<file path="config.mk">
export PLATFORM = sky130hd
export DESIGN_NAME = seg7_scan_driver
export DESIGN_NICKNAME = d
export VERILOG_FILES = /design/src/rtl/seg7_scan_driver.sv
export SDC_FILE = /design/constraint.sdc
export NUM_CORES = 1
export LEC_CHECK = 0
export BUFFER_PORTS_ARGS = -buffer_cell sky130_fd_sc_hd__buf_2
export CAP_MARGIN = 15
export CELL_PAD_IN_SITES_DETAIL_PLACEMENT = 1
export CELL_PAD_IN_SITES_GLOBAL_PLACEMENT = 1
export CORE_ASPECT_RATIO = 1.25
export CORE_MARGIN = 2
export CORE_UTILIZATION = 46
export DETAILED_ROUTE_END_ITERATION = 7
export HOLD_SLACK_MARGIN = 0.12
export PLACE_DENSITY = 0.87
export SLEW_MARGIN = 20
export SYNTH_ARGS = -nofsm -noshare
export SYNTH_HDL_FRONTEND = slang
export SYNTH_SLANG_ARGS = --single-unit
</file>
<file path="constraint.sdc">
create_clock -name clk -period 3.2 [get_ports clk]
set_clock_uncertainty 0.1 [all_clocks]
set_input_delay 0.16 -clock clk [delete_from_list [all_inputs] [get_ports clk]]
set_output_delay 0.16 -clock clk [all_outputs]
set_load 0.05 [all_outputs]
</file>
<file path="src/rtl/seg7_scan_driver.sv">
// Time-multiplexed hex seven-segment driver with per-frame double buffering.
// Optional LEAD_ZERO_BLANK_EN blanks digits above the most significant nonzero digit.
module seg7_scan_driver #(
  parameter int N_DIGITS    = 4,
  parameter int REFRESH_DIV = 100000,
  parameter int ACTIVE_LOW  = 1
) (
  input  logic                  clk,
  input  logic                  btnC,
  input  logic [4*N_DIGITS-1:0] value,
  input  logic [N_DIGITS-1:0]   digit_en,
  input  logic [N_DIGITS-1:0]   dp_in,
  output logic [N_DIGITS-1:0]   an,
  output logic [6:0]            seg,
  output logic                  dp,
  output logic                  frame_start
);
  localparam int CW = (REFRESH_DIV > 1) ? $clog2(REFRESH_DIV) : 1;
  localparam int IW = (N_DIGITS > 1) ? $clog2(N_DIGITS) : 1;
  localparam logic [CW-1:0] CNT_MAX = CW'(REFRESH_DIV - 1);
  localparam logic [IW-1:0] IDX_MAX = IW'(N_DIGITS - 1);
  localparam logic INV = (ACTIVE_LOW != 0);

  logic [CW-1:0]         cnt;
  logic [IW-1:0]         idx;
  logic [4*N_DIGITS-1:0] shadow_value;
  logic [N_DIGITS-1:0]   shadow_en, shadow_dp;
  logic                  tick, wrap;
  logic [N_DIGITS-1:0]   show, an_d;
  logic [3:0]            sel_nib;
  logic                  sel_dp, lit;

  assign tick = (cnt == CNT_MAX);
  assign wrap = (idx == IDX_MAX);

  function automatic logic [6:0] seg_hex(input logic [3:0] h);
    case (h)
      4'h0: seg_hex = 7'b0111111;
      4'h1: seg_hex = 7'b0000110;
      4'h2: seg_hex = 7'b1011011;
      4'h3: seg_hex = 7'b1001111;
      4'h4: seg_hex = 7'b1100110;
      4'h5: seg_hex = 7'b1101101;
      4'h6: seg_hex = 7'b1111101;
      4'h7: seg_hex = 7'b0000111;
      4'h8: seg_hex = 7'b1111111;
      4'h9: seg_hex = 7'b1101111;
      4'hA: seg_hex = 7'b1110111;
      4'hB: seg_hex = 7'b1111100;
      4'hC: seg_hex = 7'b0111001;
      4'hD: seg_hex = 7'b1011110;
      4'hE: seg_hex = 7'b1111001;
      default: seg_hex = 7'b1110001;
    endcase
  endfunction

  always_ff @(posedge clk or posedge btnC) begin
    if (btnC) cnt <= '0;
    else      cnt <= tick ? '0 : cnt + 1'b1;
  end

  // Index starts at the last digit so the first tick wraps to 0 and loads the shadows.
  always_ff @(posedge clk or posedge btnC) begin
    if (btnC) begin
      idx          <= IDX_MAX;
      shadow_value <= '0;
      shadow_en    <= '0;
      shadow_dp    <= '0;
      frame_start  <= 1'b0;
    end else begin
      frame_start <= tick & wrap;
      if (tick) begin
        idx <= wrap ? '0 : idx + 1'b1;
        if (wrap) begin
          shadow_value <= value;
          shadow_en    <= digit_en;
          shadow_dp    <= dp_in;
        end
      end
    end
  end

`ifdef LEAD_ZERO_BLANK_EN
  always_comb begin
    show = '0;
    for (int i = 0; i < N_DIGITS; i++)
      show[i] = (i == 0) || ((shadow_value >> (4 * i)) != '0);
  end
`else
  always_comb show = '1;
`endif

  // An index with no matching digit leaves everything blank.
  always_comb begin
    an_d    = '0;
    sel_nib = '0;
    sel_dp  = 1'b0;
    for (int i = 0; i < N_DIGITS; i++) begin
      if (idx == IW'(i)) begin
        an_d[i] = shadow_en[i] & show[i];
        sel_nib = shadow_value[4*i +: 4];
        sel_dp  = shadow_dp[i];
      end
    end
    lit = |an_d;
  end

  always_ff @(posedge clk or posedge btnC) begin
    if (btnC) begin
      an  <= {N_DIGITS{INV}};
      seg <= {7{INV}};
      dp  <= INV;
    end else begin
      an  <= an_d ^ {N_DIGITS{INV}};
      seg <= (lit ? seg_hex(sel_nib) : 7'b0) ^ {7{INV}};
      dp  <= (lit & sel_dp) ^ INV;
    end
  end
endmodule

</file>
==> summary.md <==
| Metric | Value |
|---|---|
| Result of the run | `finished clean` |
| Power Total | `1.328 mW` |
| Sw frac | `26.84%` |
| Drt wl/cell | `between 15 and 20 µm` |
| Int Power | `0.9713 mW` |
| Placer Congestion | `0.8414` |
| RSZ-0062 raised after global routing | `false` |
| Hold depth | `1` |
| Clk pwr share | `31.4%` |
| Setup violators final | `0` |
| Vias per cell | `5.525` |
| Worst R2R Setup Slack | `around 0.55 ns` |
| Cells after Synth | `about 220` |
| Synth cell count leaders | `dfrtp_1 (42), nand2_1 (22), mux2_4 (19)` |
| Crit Path Max Fanout | `11` |
| Register area | `0.001419 mm²` |
| Min-delay src | `shadow_en[3]` |
| TNS Setup | `0 ns` |
| Required time of the critical path | `3.34 ns` |
| Area occupied by multi-input gates | `0.001195 mm²` |
| Final hold vios | `0` |
| Worst hold path class | `register to register` |
| Crit-path cells | `inv_1 -> ha_1 -> nand3b_1 -> a31oi_1 -> inv_1 -> ha_1 -> mux2_2 -> nand2_1 -> o211ai_1` |
| Die width | `between 70 and 80 µm` |
| Power Density | `400.9 mW/mm²` |
| WL final | `6796 µm` |
| Comb pwr share | `12.0%` |
| Post-CTS sizing | `0` |
| Worst r2r path cells | `9` |
| Synth unique cells | `38` |
| TritonRoute pass-1 iters | `4` |
| CP endpoint kind | `register` |
| Post-synth top area share | `38.55%` |
| Top-count cell post-synth | `dfrtp_1` |
| DRC violations left | `0` |
| Leakage power | `1.554 nW` |
| Clock latency on the worst-skew pair | `between 0.3 and 0.4 ns` |
| Ys Warns | `0` |
| H-tree lvl count | `2` |
| Synth top area cells | `dfrtp_1 (39%), dfstp_2 (13%), mux2_4 (10%)` |
| Final min period | `2.653 ns` |
| Reg clk slew, reported paths | `~0.11 ns` |
| Area growth syn-to-layout | `21.48%` |
| Leading area contributor after synthesis | `dfrtp_1` |
| Syn_area_per_cell | `12.34 µm²` |
| Max_slew headroom | `38.20%` |
| Critical Path AT | `2.79 ns` |
| Number of global-route vias before repair | `2258` |
| Hold Path End | `an[3]` |
| Sequential share of the synthesized area | `a little over half` |
| DRT antenna net count | `0` |
| CTS max path bufs | `2` |
| Initial antenna violation count | `0` |
| Primary FF master, synth | `dfrtp_1` |
| First-pass GRT wire length | `11170 µm` |
| Root Buffer Master | `clkbuf_8` |
| Critical-path top delay cell | `dfstp_2` |
| Fmax | `about 380 MHz` |
| Capture point of the worst reg-to-reg path | `seg[6]` |
| Via Count | `1967` |
| GR Util All Layers | `22.11%` |
| Io pins | `39` |
| Slew at the pin with the worst max-slew slack | `0.9256 ns` |
| Count of pins over their slew limit | `0` |
| Largest net degree at the start of global routing | `46` |
| Die H | `about 90 µm` |
| Synthesized area | `0.002726 mm²` |
| R2R Path Start | `idx[1]` |
| FP Rows | `31` |
| Share of post-route cells with drive strength above 1 | `32.41%` |
| Critical path class | `register to register` |
| # port buffers | `38` |
| Starting Density | `47.17%` |
| Total core area | `slightly below 0.006 mm²` |
| Syn nets | `258` |
| VDD IR max | `0.0003257 V` |
| N_diodes | `0` |
| Hpwl dp | `4229 µm` |
| CTS tree | `yes` |
| Die Footprint | `between 0.006 and 0.007 mm²` |
| MaxCap Viol Count | `0` |
| Initial drt markers | `45` |
| Fillers | `623` |
| Yosys reg bits | `56` |
| Sw power | `approximately 0.36 mW` |
| CP Launch Type | `register` |
| Power share of the sequential group | `56.6%` |
| TritonCTS buffer count | `5` |
| Share of flip-flops with an asynchronous set or reset | `100.0%` |
| CP max stage delay | `0.58 ns` |
| GRT overflow | `0` |
| EDFF count, synth | `0` |
| Period utilization | `about 83%` |
| CTS Sinks | `56` |
| Fin nets | `between 300 and 400` |
==> power groups by stage <==
stage,sequential (mW),combinational (mW),clock [mW]
final,0.752,0.159,0.417
after global routing,0.754,0.172,0.451
after CTS,0.751,0.158,0.425
after detailed placement,0.763,0.134,0
after global placement,0.762,0.129,0
after floorplan,0.791,0.0598,0
==> metal layers <==
metal	routed length, µm	global-route usage, %	part of all wire (%)
met1	2656	24.47	39
met2	3824	41.52	56
met3	210	4.260	3.1
met4	105	6.173	1.5
met5	0	0	0
==> layout by cell type (no fill, tap or decap), types with 5 or more instances in the layout <==
| cell type | n |
|---|---|
| buf_2 | 38 |
| buf_4 | 6 |
| clkbuf_8 | 5 |
| dfrtp_1 | 42 |
| dfstp_2 | 14 |
| dlygate4sd3_1 | 25 |
| ha_1 | 11 |
| inv_1 | 8 |
| mux2_2 | 6 |
| mux2_4 | 19 |
| mux2i_1 | 5 |
| nand2_1 | 22 |
| nand3_1 | 7 |
| nand3b_1 | 6 |
| nor2_1 | 13 |
| o21ai_0 | 6 |
| xnor2_1 | 7 |
| xor2_1 | 7 |
==> worst max path at each step <==
stage                     startpoint  endpoint  slack, ns
final                         idx[1]    seg[6]       0.55
after global routing          idx[0]    seg[6]       0.42
after CTS                     idx[0]    seg[6]       0.57
after detailed placement      idx[0]    seg[6]       0.63
after global placement        idx[1]    seg[6]       0.78
after floorplan               idx[1]    seg[6]       0.79
==> worst max-delay path, delay by kind of cell, from the launching register on <==
| kind | cells | cell delay (ns) |
|---|---|---|
| AOI/OAI and AO/OA | 2 | 0.47 |
| adders and majority gates | 2 | 0.57 |
| buffers and inverters | 2 | 0.28 |
| DFF | 1 | 0.58 |
| muxes | 1 | 0.26 |
| and+or+nand+nor | 2 | 0.30 |
==> per-stage QoR <==
| stage | cell area (µm²) | utilization, % | worst slack (ns) | hold slack, ns | instances |
|---|---|---|---|---|---|
| 3_5_place_dp | 2965 | 51.31 | 0.6257 | 0.2962 | 323 |
| 6_report | 3312 | 57.31 | 0.5473 | 0.3477 | 356 |
| 3_3_place_gp | 2965 | 51.31 | 0.7832 | 0.2918 | 323 |
| 5_1_grt | 3312 | 57.31 | 0.4194 | 0.3686 | 356 |
| 2_1_floorplan | 2726 | - | 0.7921 | 0.2085 | 221 |
| 4_1_cts | 3312 | 57.31 | 0.5745 | 0.3352 | 356 |
==> cell families (layout without fill, tap and decap cells) <==
kind of cell / after synthesis / in the layout / share of synthesized area [%]
simple gates: 71 / 71 / 14.13
compound gates: 22 / 22 / 5.370
fa+ha+maj: 11 / 11 / 5.048
xor+xnor: 14 / 14 / 4.498
flops: 56 / 56 / 52.04
buf+inv: 17 / 86 / 4.130
mux: 30 / 30 / 14.78
==> sequential cells by signal, summed over array words and instances, names as in the netlist <==
name / cells
shadow_en: 4
seg: 7
cnt: 17
shadow_value: 16
shadow_dp: 4
dp: 1
frame_start: 1
an: 4
idx: 2
==> cell type report <==
type | instances | share of cell area, %
Sequential cell | 56 | 42.84
Multi-Input combinational cell | 148 | 36.08
Timing Repair Buffer | 69 | 14.66
Tap cell | 66 | 2.493
Clock buffer | 5 | 2.078
Inverter | 9 | 1.020
Clock inverter | 3 | 0.8311
==> timing repair <==
item / CTS / global route
hold endpoints to repair: 66 / 0
buffers inserted: 0 / 0
hold buffers: 25 / 0
Note: power is estimated with default switching activity, not from simulation.
